--- config.mk ---
export PLATFORM = sky130hd
export DESIGN_NAME = mem_spi_flash_responder_flat
export DESIGN_NICKNAME = d
export VERILOG_FILES = /design/src/rtl/mem_spi_flash_responder_if.sv /design/src/rtl/mem_spi_flash_responder.sv /design/src/flat_wrapper.sv
export SDC_FILE = /design/constraint.sdc
export NUM_CORES = 1
export LEC_CHECK = 0
export BUFFER_PORTS_ARGS = -buffer_cell sky130_fd_sc_hd__buf_2
export CAP_MARGIN = 10
export CORE_ASPECT_RATIO = 0.9
export CORE_MARGIN = 1
export CORE_UTILIZATION = 67
export CTS_CLUSTER_SIZE = 10
export DETAILED_ROUTE_END_ITERATION = 8
export MAX_ROUTING_LAYER = met4
export PLACE_DENSITY_LB_ADDON = 0.08
export SYNTH_ARGS = -nofsm -noshare
export SYNTH_HDL_FRONTEND = slang
export SYNTH_SLANG_ARGS = --single-unit
--- constraint.sdc ---
create_clock -name clk -period 8.5 [get_ports clk]
set_input_delay 0.85 -clock clk [delete_from_list [all_inputs] [get_ports clk]]
set_output_delay 0.85 -clock clk [all_outputs]
set_load 0.005 [all_outputs]
--- src/rtl/mem_spi_flash_responder_if.sv ---
// Serial flash link between a SPI/QSPI controller and the flash responder.
interface mem_spi_flash_responder_if;
  logic       sclk;
  logic       cs_n;
  logic [3:0] in_io;
  logic [3:0] out_io;
  logic [3:0] io_ena;

  modport master (
    output sclk,
    output cs_n,
    output in_io,
    input  out_io,
    input  io_ena
  );

  modport slave (
    input  sclk,
    input  cs_n,
    input  in_io,
    output out_io,
    output io_ena
  );
endinterface

--- src/rtl/mem_spi_flash_responder.sv ---
// SPI/QSPI NOR-flash responder: decodes opcodes from oversampled serial pins,
// holds a small byte array plus WEL/QE status bits, returns single or quad data.
module mem_spi_flash_responder #(
  parameter int unsigned DEPTH     = 32,
  parameter logic [7:0]  INIT_BYTE = 8'hFF
) (
  input  logic                       clk,
  input  logic                       rst_n,
  mem_spi_flash_responder_if.slave   bus
);

  localparam int unsigned AW = $clog2(DEPTH);
  localparam int unsigned CW = 5;

  localparam logic [7:0] OP_WREN  = 8'h06;
  localparam logic [7:0] OP_WRDI  = 8'h04;
  localparam logic [7:0] OP_RDSR1 = 8'h05;
  localparam logic [7:0] OP_RDSR2 = 8'h35;
  localparam logic [7:0] OP_WRSR2 = 8'h31;
  localparam logic [7:0] OP_READ  = 8'h03;
  localparam logic [7:0] OP_QREAD = 8'h6B;
  localparam logic [7:0] OP_PP    = 8'h02;

  typedef enum logic [3:0] {
    ST_IDLE, ST_CMD, ST_ADDR, ST_DUMMY, ST_TX_SINGLE,
    ST_TX_QUAD, ST_RX_DATA, ST_RX_STAT, ST_IGNORE
  } state_e;

  typedef enum logic [1:0] {WOP_NONE, WOP_SET, WOP_CLR} wel_op_e;
  typedef enum logic [1:0] {SRC_MEM, SRC_SR1, SRC_SR2} src_e;

  logic [1:0]    r_sclk_s;
  logic          r_sclk_d;
  logic [1:0]    r_cs_s;
  logic          r_cs_d;
  logic [3:0]    r_io_s1;
  logic [3:0]    r_io_s2;

  state_e        r_state, w_state_nxt;
  logic [CW-1:0] r_cnt, w_cnt_nxt;
  logic [6:0]    r_sh, w_sh_nxt;
  logic [7:0]    r_op, w_op_nxt;
  logic [AW-1:0] r_addr, w_addr_nxt;
  logic [7:0]    r_tx, w_tx_nxt;
  src_e          r_src, w_src_nxt;
  logic [3:0]    r_out_io, w_out_nxt;
  logic [3:0]    r_io_ena, w_ena_nxt;
  logic          r_wel, w_wel_nxt;
  logic          r_qe, w_qe_nxt;
  wel_op_e       r_wel_op, w_welop_nxt;
  logic [7:0]    r_mem [DEPTH];

  logic          w_mem_we;
  logic [7:0]    w_mem_wdata;
  logic          w_rise, w_fall, w_cs, w_mosi;
  logic [7:0]    w_byte;
  logic [AW-1:0] w_addr_shift, w_addr_inc;
  logic [CW-1:0] w_cnt_inc;
  logic [7:0]    w_reload;
  logic          w_unused_io;

  assign w_cs         = r_cs_s[1];
  assign w_rise       = r_sclk_s[1] & ~r_sclk_d;
  assign w_fall       = ~r_sclk_s[1] & r_sclk_d;
  assign w_mosi       = r_io_s2[0];
  assign w_unused_io  = ^r_io_s2[3:1];
  assign w_byte       = {r_sh, w_mosi};
  assign w_addr_shift = AW'({r_addr, w_mosi});
  assign w_addr_inc   = r_addr + AW'(1);
  assign w_cnt_inc    = r_cnt + CW'(1);

  assign bus.out_io = r_out_io;
  assign bus.io_ena = r_io_ena;

  // Two-flop synchronizers plus one delayed copy for edge detection; cs
  // resets low so a reset inside a transaction waits for a real cs_n rise.
  always_ff @(posedge clk or negedge rst_n) begin
    if (!rst_n) begin
      r_sclk_s <= 2'b00;
      r_sclk_d <= 1'b0;
      r_cs_s   <= 2'b00;
      r_cs_d   <= 1'b0;
      r_io_s1  <= 4'h0;
      r_io_s2  <= 4'h0;
    end else begin
      r_sclk_s <= {r_sclk_s[0], bus.sclk};
      r_sclk_d <= r_sclk_s[1];
      r_cs_s   <= {r_cs_s[0], bus.cs_n};
      r_cs_d   <= r_cs_s[1];
      r_io_s1  <= bus.in_io;
      r_io_s2  <= r_io_s1;
    end
  end

  // FSM state register.
  always_ff @(posedge clk or negedge rst_n) begin
    if (!rst_n) r_state <= ST_IDLE;
    else        r_state <= w_state_nxt;
  end

  // Datapath, status and registered pin outputs.
  always_ff @(posedge clk or negedge rst_n) begin
    if (!rst_n) begin
      r_cnt    <= '0;
      r_sh     <= '0;
      r_op     <= '0;
      r_addr   <= '0;
      r_tx     <= '0;
      r_src    <= SRC_MEM;
      r_out_io <= 4'h0;
      r_io_ena <= 4'h0;
      r_wel    <= 1'b0;
      r_qe     <= 1'b0;
      r_wel_op <= WOP_NONE;
    end else begin
      r_cnt    <= w_cnt_nxt;
      r_sh     <= w_sh_nxt;
      r_op     <= w_op_nxt;
      r_addr   <= w_addr_nxt;
      r_tx     <= w_tx_nxt;
      r_src    <= w_src_nxt;
      r_out_io <= w_out_nxt;
      r_io_ena <= w_ena_nxt;
      r_wel    <= w_wel_nxt;
      r_qe     <= w_qe_nxt;
      r_wel_op <= w_welop_nxt;
    end
  end

  // Storage array; programming can only clear bits.
  always_ff @(posedge clk or negedge rst_n) begin
    if (!rst_n) begin
      for (int i = 0; i < int'(DEPTH); i++) r_mem[i] <= INIT_BYTE;
    end else if (w_mem_we) begin
      r_mem[r_addr] <= w_mem_wdata;
    end
  end

  // Next byte to stream once the current one is shifted out.
  always_comb begin
    w_reload = r_mem[w_addr_inc];
    case (r_src)
      SRC_SR1: w_reload = {6'b0, r_wel, 1'b0};
      SRC_SR2: w_reload = {6'b0, r_qe, 1'b0};
      default: w_reload = r_mem[w_addr_inc];
    endcase
  end

  // Next-state and datapath update, driven by synchronized sclk edges.
  always_comb begin
    w_state_nxt = r_state;
    w_cnt_nxt   = r_cnt;
    w_sh_nxt    = r_sh;
    w_op_nxt    = r_op;
    w_addr_nxt  = r_addr;
    w_tx_nxt    = r_tx;
    w_src_nxt   = r_src;
    w_out_nxt   = r_out_io;
    w_ena_nxt   = r_io_ena;
    w_wel_nxt   = r_wel;
    w_qe_nxt    = r_qe;
    w_welop_nxt = r_wel_op;
    w_mem_we    = 1'b0;
    w_mem_wdata = r_mem[r_addr] & w_byte;

    if (w_cs) begin
      w_state_nxt = ST_IDLE;
      w_cnt_nxt   = '0;
      w_out_nxt   = 4'h0;
      w_ena_nxt   = 4'h0;
      w_welop_nxt = WOP_NONE;
      case (r_wel_op)
        WOP_SET: w_wel_nxt = 1'b1;
        WOP_CLR: w_wel_nxt = 1'b0;
        default: w_wel_nxt = r_wel;
      endcase
    end else begin
      case (r_state)
        ST_IDLE: begin
          if (r_cs_d) begin
            w_state_nxt = ST_CMD;
            w_cnt_nxt   = '0;
          end
        end
        ST_CMD: begin
          if (w_rise) begin
            w_sh_nxt  = w_byte[6:0];
            w_cnt_nxt = w_cnt_inc;
            if (r_cnt == CW'(7)) begin
              w_cnt_nxt = '0;
              w_op_nxt  = w_byte;
              case (w_byte)
                OP_WREN: begin
                  w_welop_nxt = WOP_SET;
                  w_state_nxt = ST_IGNORE;
                end
                OP_WRDI: begin
                  w_welop_nxt = WOP_CLR;
                  w_state_nxt = ST_IGNORE;
                end
                OP_RDSR1: begin
                  w_tx_nxt    = {6'b0, r_wel, 1'b0};
                  w_src_nxt   = SRC_SR1;
                  w_state_nxt = ST_TX_SINGLE;
                end
                OP_RDSR2: begin
                  w_tx_nxt    = {6'b0, r_qe, 1'b0};
                  w_src_nxt   = SRC_SR2;
                  w_state_nxt = ST_TX_SINGLE;
                end
                OP_WRSR2: begin
                  w_welop_nxt = WOP_CLR;
                  w_state_nxt = ST_RX_STAT;
                end
                OP_READ, OP_PP: w_state_nxt = ST_ADDR;
                OP_QREAD:       w_state_nxt = r_qe ? ST_ADDR : ST_IGNORE;
                default:        w_state_nxt = ST_IGNORE;
              endcase
            end
          end
        end
        ST_ADDR: begin
          if (w_rise) begin
            w_addr_nxt = w_addr_shift;
            w_cnt_nxt  = w_cnt_inc;
            if (r_cnt == CW'(23)) begin
              w_cnt_nxt = '0;
              case (r_op)
                OP_READ: begin
                  w_tx_nxt    = r_mem[w_addr_shift];
                  w_src_nxt   = SRC_MEM;
                  w_state_nxt = ST_TX_SINGLE;
                end
                OP_QREAD: w_state_nxt = ST_DUMMY;
                default: begin
                  w_welop_nxt = WOP_CLR;
                  w_state_nxt = ST_RX_DATA;
                end
              endcase
            end
          end
        end
        ST_DUMMY: begin
          if (w_rise) begin
            w_cnt_nxt = w_cnt_inc;
            if (r_cnt == CW'(7)) begin
              w_cnt_nxt   = '0;
              w_tx_nxt    = r_mem[r_addr];
              w_src_nxt   = SRC_MEM;
              w_state_nxt = ST_TX_QUAD;
            end
          end
        end
        ST_TX_SINGLE: begin
          if (w_fall) begin
            w_out_nxt = {2'b00, r_tx[7], 1'b0};
            w_ena_nxt = 4'b0010;
            if (r_cnt == CW'(7)) begin
              w_cnt_nxt = '0;
              w_tx_nxt  = w_reload;
              if (r_src == SRC_MEM) w_addr_nxt = w_addr_inc;
            end else begin
              w_cnt_nxt = w_cnt_inc;
              w_tx_nxt  = {r_tx[6:0], 1'b0};
            end
          end
        end
        ST_TX_QUAD: begin
          if (w_fall) begin
            w_out_nxt = r_tx[7:4];
            w_ena_nxt = 4'b1111;
            if (r_cnt[0]) begin
              w_cnt_nxt  = '0;
              w_tx_nxt   = r_mem[w_addr_inc];
              w_addr_nxt = w_addr_inc;
            end else begin
              w_cnt_nxt = CW'(1);
              w_tx_nxt  = {r_tx[3:0], 4'h0};
            end
          end
        end
        ST_RX_DATA: begin
          if (w_rise) begin
            w_sh_nxt  = w_byte[6:0];
            w_cnt_nxt = w_cnt_inc;
            if (r_cnt == CW'(7)) begin
              w_cnt_nxt  = '0;
              w_mem_we   = r_wel;
              w_addr_nxt = w_addr_inc;
            end
          end
        end
        ST_RX_STAT: begin
          if (w_rise) begin
            w_sh_nxt  = w_byte[6:0];
            w_cnt_nxt = w_cnt_inc;
            if (r_cnt == CW'(7)) begin
              w_cnt_nxt   = '0;
              w_state_nxt = ST_IGNORE;
              if (r_wel) w_qe_nxt = w_byte[1];
            end
          end
        end
        default: w_state_nxt = r_state;
      endcase
    end
  end

endmodule

--- src/flat_wrapper.sv ---
// flat-port wrapper written by rule: the top's interface ports become plain ports
module mem_spi_flash_responder_flat 
#(
  parameter int unsigned DEPTH     = 32,
  parameter logic [7:0]  INIT_BYTE = 8'hFF
)
  (clk, rst_n, bus_sclk, bus_cs_n, bus_in_io, bus_out_io, bus_io_ena);
  mem_spi_flash_responder_if bus_i ();
  input  logic clk;
  input  logic rst_n;
  input wire logic [$bits(bus_i.sclk)-1:0] bus_sclk;
  input wire logic [$bits(bus_i.cs_n)-1:0] bus_cs_n;
  input wire logic [$bits(bus_i.in_io)-1:0] bus_in_io;
  output wire logic [$bits(bus_i.out_io)-1:0] bus_out_io;
  output wire logic [$bits(bus_i.io_ena)-1:0] bus_io_ena;
  assign bus_i.sclk = bus_sclk;
  assign bus_i.cs_n = bus_cs_n;
  assign bus_i.in_io = bus_in_io;
  assign bus_out_io = bus_i.out_io;
  assign bus_io_ena = bus_i.io_ena;
  mem_spi_flash_responder #(.DEPTH(DEPTH), .INIT_BYTE(INIT_BYTE)) u_core (.clk(clk), .rst_n(rst_n), .bus(bus_i));
endmodule
### Word level (Yosys, flattened, before mapping)

Cells that the tools add are included.

| word-level totals | value |
|---|---|
| flip-flop bits (word level) | 315 |
| latch bits | 0 |
| bits in writable memories | 0 |
| memory bits (read-only) | 0 |
| input bits | 8 |
| output and inout port bits | 8 |
| memories kept | 0 |

| operators by class | value |
|---|---|
| $add $sub $neg | 2 |
| multiply operators | 0 |
| divide/modulo/power cells | 0 |
| $lt $le $gt $ge | 4 |
| eq/ne operators | 52 |
| shift-type cells | 0 |
| multiplexer cells | 89 |
| bitwise gates (word level) | 9 |
| reductions and logical operators | 28 |

Operators with widths:

| cell | number |
|---|---|
| $bwmux W256 | 1 |
| $mux W8 | 18 |
| $bmux W8 S5 | 3 |
| $mux W5 | 16 |
| $mux W4 | 17 |
| $demux W8 S5 | 1 |
| $pmux W8 S5 | 1 |
| $ne A3 B1 Y1 const B | 13 |
| $pmux W8 S2 | 2 |
| $reduce_and A10 Y1 | 3 |
| $ne A2 B1 Y1 const B | 14 |
| $mux W2 | 13 |
| $pmux W5 S5 | 1 |
| $eq A8 B2 Y1 const B | 3 |
| $eq A8 B3 Y1 const B | 3 |
| $pmux W4 S5 | 1 |
| $pmux W5 S4 | 1 |
| $ge A6 B6 Y1 const B | 3 |
| $not A5 Y6 | 3 |
| $eq A4 B3 Y1 const B | 4 |
| $eq A8 B6 Y1 const B | 2 |
| $eq A8 B7 Y1 const B | 2 |
| $pmux W4 S2 | 2 |
| $pmux W4 S4 | 1 |
| 36 further kinds | 56 |

### Logic depth before layout (Yosys ltp)

| logic depth | value |
|---|---|
| depth after elaboration | 9 |
| mapped depth | 15 |

### Least setup slack after synthesis

Ideal clock, no wire load.

| path | value |
|---|---|
| path type | register -> register |
| from | register u_core.r_addr[0] |
| to | register u_core.r_tx[7] |
| arrival time | 3.333 ns |
| data required time | 8.375 ns |
| setup slack | 5.043 ns |
| stages on the path, launching flop included | 16 |
| period minus slack after synthesis | 3.457 ns |
| path through | dfrtp_1 > buf_6 > buf_6 > buf_4 > inv_2 > clkbuf_1 > ha_1 > buf_2 > buf_1 > buf_2 > mux4_2 > a21oi_1 > a31oi_1 > nand4_1 > nand3_1 > mux2_2 |

| on the way | value |
|---|---|
| word-level cells in the longest chain between the ends | 9 |
| elaborated cells between the ends (all ways) | 24 |
| those cells by class | add/sub (1); mux (20); bitwise (3) |

RTL lines:

| item | RTL line | text |
|---|---|---|
| start: declaration | mem_spi_flash_responder.sv:43 | `logic [AW-1:0] r_addr, w_addr_nxt;` |
| start signal: assignment | mem_spi_flash_responder.sv:119 | `r_addr <= w_addr_nxt;` |
| $add A5 B1 Y5 | mem_spi_flash_responder.sv:69 | `assign w_addr_inc = r_addr + AW'(1);` |
| $not A5 Y6 | n/a |  |
| $bmux W8 S5 | n/a |  |
| $mux W8 (not written as such) (2 in a row) | mem_spi_flash_responder.sv:145, mem_spi_flash_responder.sv:274 |  |
| $pmux W8 S2 | mem_spi_flash_responder.sv:142 | `case (r_src)` |
| $mux W8 | mem_spi_flash_responder.sv:258 | `if (r_cnt == CW'(7)) begin` |
| $mux W8 | mem_spi_flash_responder.sv:255 | `if (w_fall) begin` |
| $pmux W8 S5 (*) | mem_spi_flash_responder.sv:178 | `case (r_state)` |
| end signal: assignment | mem_spi_flash_responder.sv:120 | `r_tx <= w_tx_nxt;` |
| end: declaration | mem_spi_flash_responder.sv:44 | `logic [7:0] r_tx, w_tx_nxt;` |

Every way passes the cells marked *; elsewhere a longest branch is shown, timed or not. The select of a mux whose other input is x is not followed.
A chain may end at the register's enable or synchronous reset.

### Worst setup path after layout

| path | value |
|---|---|
| from | register u_core.r_addr[2] |
| to | register u_core.r_mem[19] (netlist bit) |

| on the way | value |
|---|---|
| word-level cells in the longest chain between the ends | 6 |
| elaborated cells between the ends (all ways) | 11 |
| those cells by class | order compare (2); mux (6); bitwise (2); reduce/logical (1) |

RTL lines:

| item | RTL line | text |
|---|---|---|
| $not A5 Y6 (not written as such) (*) | mem_spi_flash_responder.sv:135, mem_spi_flash_responder.sv:164 |  |
| $ge A6 B6 Y1 (not written as such), or another cell as far along | mem_spi_flash_responder.sv:135 | `r_mem[r_addr] <= w_mem_wdata;` |
| $logic_and A1 B1 Y1 (not written as such) or $mux W8 (tied branches) | mem_spi_flash_responder.sv:135, mem_spi_flash_responder.sv:164 |  |
| $mux W8, on equally long branches | mem_spi_flash_responder.sv:135, mem_spi_flash_responder.sv:164 |  |
| $demux W8 S5 or $and A8 B8 Y8 (tied branches) | mem_spi_flash_responder.sv:135, mem_spi_flash_responder.sv:164 |  |
| $bwmux W256 (*) | mem_spi_flash_responder.sv:135 |  |
| end signal: indexed assignment | mem_spi_flash_responder.sv:135 |  |
| end: declaration | mem_spi_flash_responder.sv:51 | `logic [7:0] r_mem [DEPTH];` |

Marked as above.

==> flow_summary_export.csv <==
group,metric,value,unit
cts,cts_resized,0,
yosys,synth_top_area_share,35.1,%
place,pre_cts_slack,4.06,ns
yosys,synth_largest_area_cell,"dfstp_2",
timing,rsz0062_at_grt,"false",
timing,max_freq,0.220,GHz
floorplan,core,28000,um^2
yosys,yosysMostFrequentCell,"nand2_1",
cts,clk_latency,0.55,ns
setup_path,crit_type,"register to register",
floorplan,die_h,162,um
timing,period_needed,4.54,ns
setup_path,path_buf_inv,2,
cts,hold_buffers,0,
power_and_ir_drop,p_per_area,231,nW/um^2
drt,drc,0,
global_routing,grt_pass1_vias,14745,
yosys,synthFlopType,"dfstp_2",
cts,numClockSinks,313,
timing,worst_pin_slew,1.28,ns
cts,cts_buffers,38,
run,drv_cap,0,
yosys,syn_inst,1854,
drt,drtIter0Drc,2681,
layout,drive_above_1_share,30.2,%
yosys,yosysUniqueCellTypes,70,
cts,clockRootBuffer,"clkbuf_16",
cts,post-cts-setup-buffer-count,0,
drt,routed_wl,62600,um
yosys,synth_async_sr_flop_share,100,%
floorplan,pin_count,16,
timing,max_slew_margin,14.4,%
setup_path,cp-start-kind,"register",
yosys,synth_nets,1871,
setup_path,crit_arrival,4.95,ns
timing,drv_slew,0,
setup_path,critical-path-top-delay-family,"compound AO/OA/AOI/OAI gates",
cts,cts_max_path_buffers,3,
setup_path,critical-path-slowest-cell,"a21boi_0",
drt,drt-vias-per-instance,7.43,
place,dp_hpwl,42300,um
place,portBuffers,12,
yosys,synth-edff-count,0,
yosys,synth_area_leaders,"dfstp_2 35%, mux4_2 16%, o21ai_0 7.7%",
setup_path,crit_path_cell_trace,"buf_4, or3b_2, o22ai_1, nor3_1, o211ai_1, a21boi_0, nand2_1, buf_4, o21ai_0",
setup_path,slowest_delay,0.75,ns
worst_hold_path,hp-class,"primary input to asynchronous set/reset pin",
drt,num_vias,15871,
yosys,yosysSeqAreaShare,42.5,%
timing,fin_ws,3.96,ns
drt,dr.pass1.iters,7,
floorplan,dieArea,29300,um^2
layout,syn_to_final_growth,5.55,%
timing,hold_viol_final,0,
setup_path,crit_path_end_kind,"register",
floorplan,die_w,180,um
floorplan,num_rows,58,
setup_path,cp_max_fo,27,
drt,detail_route.wl_per_cell,29.3,um
power_and_ir_drop,leakagePower,6.95,nW
yosys,ys_ff_latch,313,
cts,cts_tree,"done",
timing,fin_tns_setup,0,ns
timing,hold_ws,0.345,ns
timing,post-route-period-util,53.4,%
layout,fin_nets,1777,
floorplan,initial_core_util,68.4,%
timing,finClkSkew,0.0332,ns
cts,h-tree-depth,2,
yosys,post_synth.cell_area_avg,10.3,um^2
place,gp_congestion,1.06,
yosys,synth.cell_area,19200,um^2
power_and_ir_drop,vdd_drop_max,0.231,mV
global_routing,grt_max_degree,160,
global_routing,antenna_found_initial,1,
setup_path,cp_data_required_time,8.91,ns
setup_path,cpMostUsedCell,"buf_4",
drt,antenna_left,0,
global_routing,overflow,0,
status,status,"completed",
global_routing,track_usage,45.5,%
cts,clk_pin_slew,0.06,ns
yosys,yosys_warnings,0,
timing,setup_viol,0,
yosys,ys_top_cells_by_count,"369 x nand2_1, 295 x o21ai_0, 256 x dfstp_2, 136 x mux4_2, 112 x clkbuf_1",
global_routing,grt_pass1_wl,95100,um
## area by class of cell
type | instances | area [um^2]
diodes | 2 | 5.00
multi-input cells | 1364 | 10300
clock buffers | 51 | 1030
inverters | 8 | 30.0
flip-flops and latches | 313 | 8160
well taps | 360 | 450
clock inverters | 3 | 22.5
repair buffers | 35 | 268
fillers | 2008 | 7770
## layout by cell type, fill, tap and decap left out, types with 3 or more instances in the layout
cell type and n:
or3_1 3, nor4_1 4, a211oi_1 7, nor3_1 27
nor3b_1 5, buf_4 21, mux2_2 47, or2_2 3
mux4_2 136, nand4_1 41, mux4_1 3, and3_1 7
and2_1 4, o22ai_1 46, buf_2 11, mux2i_1 109
nor2b_1 10, a222oi_1 9, nor4b_1 7, and3b_1 5
nand3b_1 4, nand2_1 369, o21ai_0 295, a31oi_1 21
nand4b_1 3, inv_1 7, nor2_1 36, ha_1 8
nand3_1 33, dfstp_2 256, dfrtp_1 53, xnor2_1 3
o211ai_1 3, nand2b_1 13, a22oi_1 5, a21oi_1 48
clkbuf_16 39, a21o_1 6, clkbuf_1 11
## report_power, final
| group | internal [mW] | switching (mW) |
|---|---|---|
| clock | 0.838 | 0.615 |
| combinational | 0.550 | 1.03 |
| sequential | 1.53 | 0.104 |
| total | 2.92 | 1.75 |
## sequential cells by signal, indices dropped and copies added, names as in the netlist
| name | count |
|---|---|
| u_core.r_mem | 256 |
| u_core.r_sclk_s | 2 |
| u_core.r_io_s2 | 1 |
| u_core.r_op | 8 |
| u_core.r_src | 2 |
| u_core.r_cnt | 5 |
| u_core.r_state | 4 |
| u_core.bus.io_ena | 2 |
| u_core.r_addr | 5 |
| u_core.r_sclk_d | 1 |
| u_core.r_sh | 7 |
| u_core.r_cs_s | 2 |
| u_core.r_qe | 1 |
| u_core.r_io_s1 | 1 |
| u_core.r_wel | 1 |
| u_core.r_cs_d | 1 |
| u_core.bus.out_io | 4 |
| u_core.r_wel_op | 2 |
| u_core.r_tx | 8 |
## worst paths after layout
path	startpoint	end	slack, ns	cells past startpoint
max in group asynchronous	rst_n	u_core.r_addr[0]$_DFFE_PN0P_	6.74	2
hold / removal	rst_n	u_core.r_state[0]$_DFFE_PN0P_	0.35	1
hold reg to reg	u_core.r_sclk_s[0]$_DFF_PN0_	u_core.r_sclk_s[1]$_DFF_PN0_	0.35	0
setup reg to reg	u_core.r_addr[2]$_DFFE_PN0P_	u_core.r_mem[19]$_DFFE_PN1P_	3.96	9
min in group clk	u_core.r_sclk_s[0]$_DFF_PN0_	u_core.r_sclk_s[1]$_DFF_PN0_	0.35	0
setup / recovery	u_core.r_addr[2]$_DFFE_PN0P_	u_core.r_mem[19]$_DFFE_PN1P_	3.96	9
## kinds of logic (layout without fill, tap and decap cells)
logic type               after synthesis  after routing  share of synthesized area, %
XOR/XNOR                               7              7                         0.320
other                                  0              2                             0
multiplexers                         295            295                          24.8
flip-flops                           313            313                          42.5
AO/OA/AOI/OAI                        469            469                          13.7
adder cells (fa/ha/maj)                9              9                         0.587
AND/OR/NAND/NOR                      584            584                          13.8
buffers and inverters                177             97                          4.20
## per-stage QoR
stage	utilization, %	cell area [um^2]	instances	total power [mW]
4_1_cts	72.2	20200	2134	4.63
3_5_place_dp	68.5	19200	2080	3.19
2_1_floorplan	-	19200	1854	2.77
3_3_place_gp	68.5	19200	2080	3.17
5_1_grt	72.2	20200	2135	4.81
6_report	72.2	20200	2136	4.67
## layer usage
metal  vias up  global-route usage (%)  routed length [um]
met3       245                    13.8                8680
met4         0                    22.6                3860
met1      7831                    62.9               24100
met5         -                       -                   0
li1       6681                       -                   -
met2      1114                    61.1               26000
Note: power is estimated with default switching activity, not from simulation.
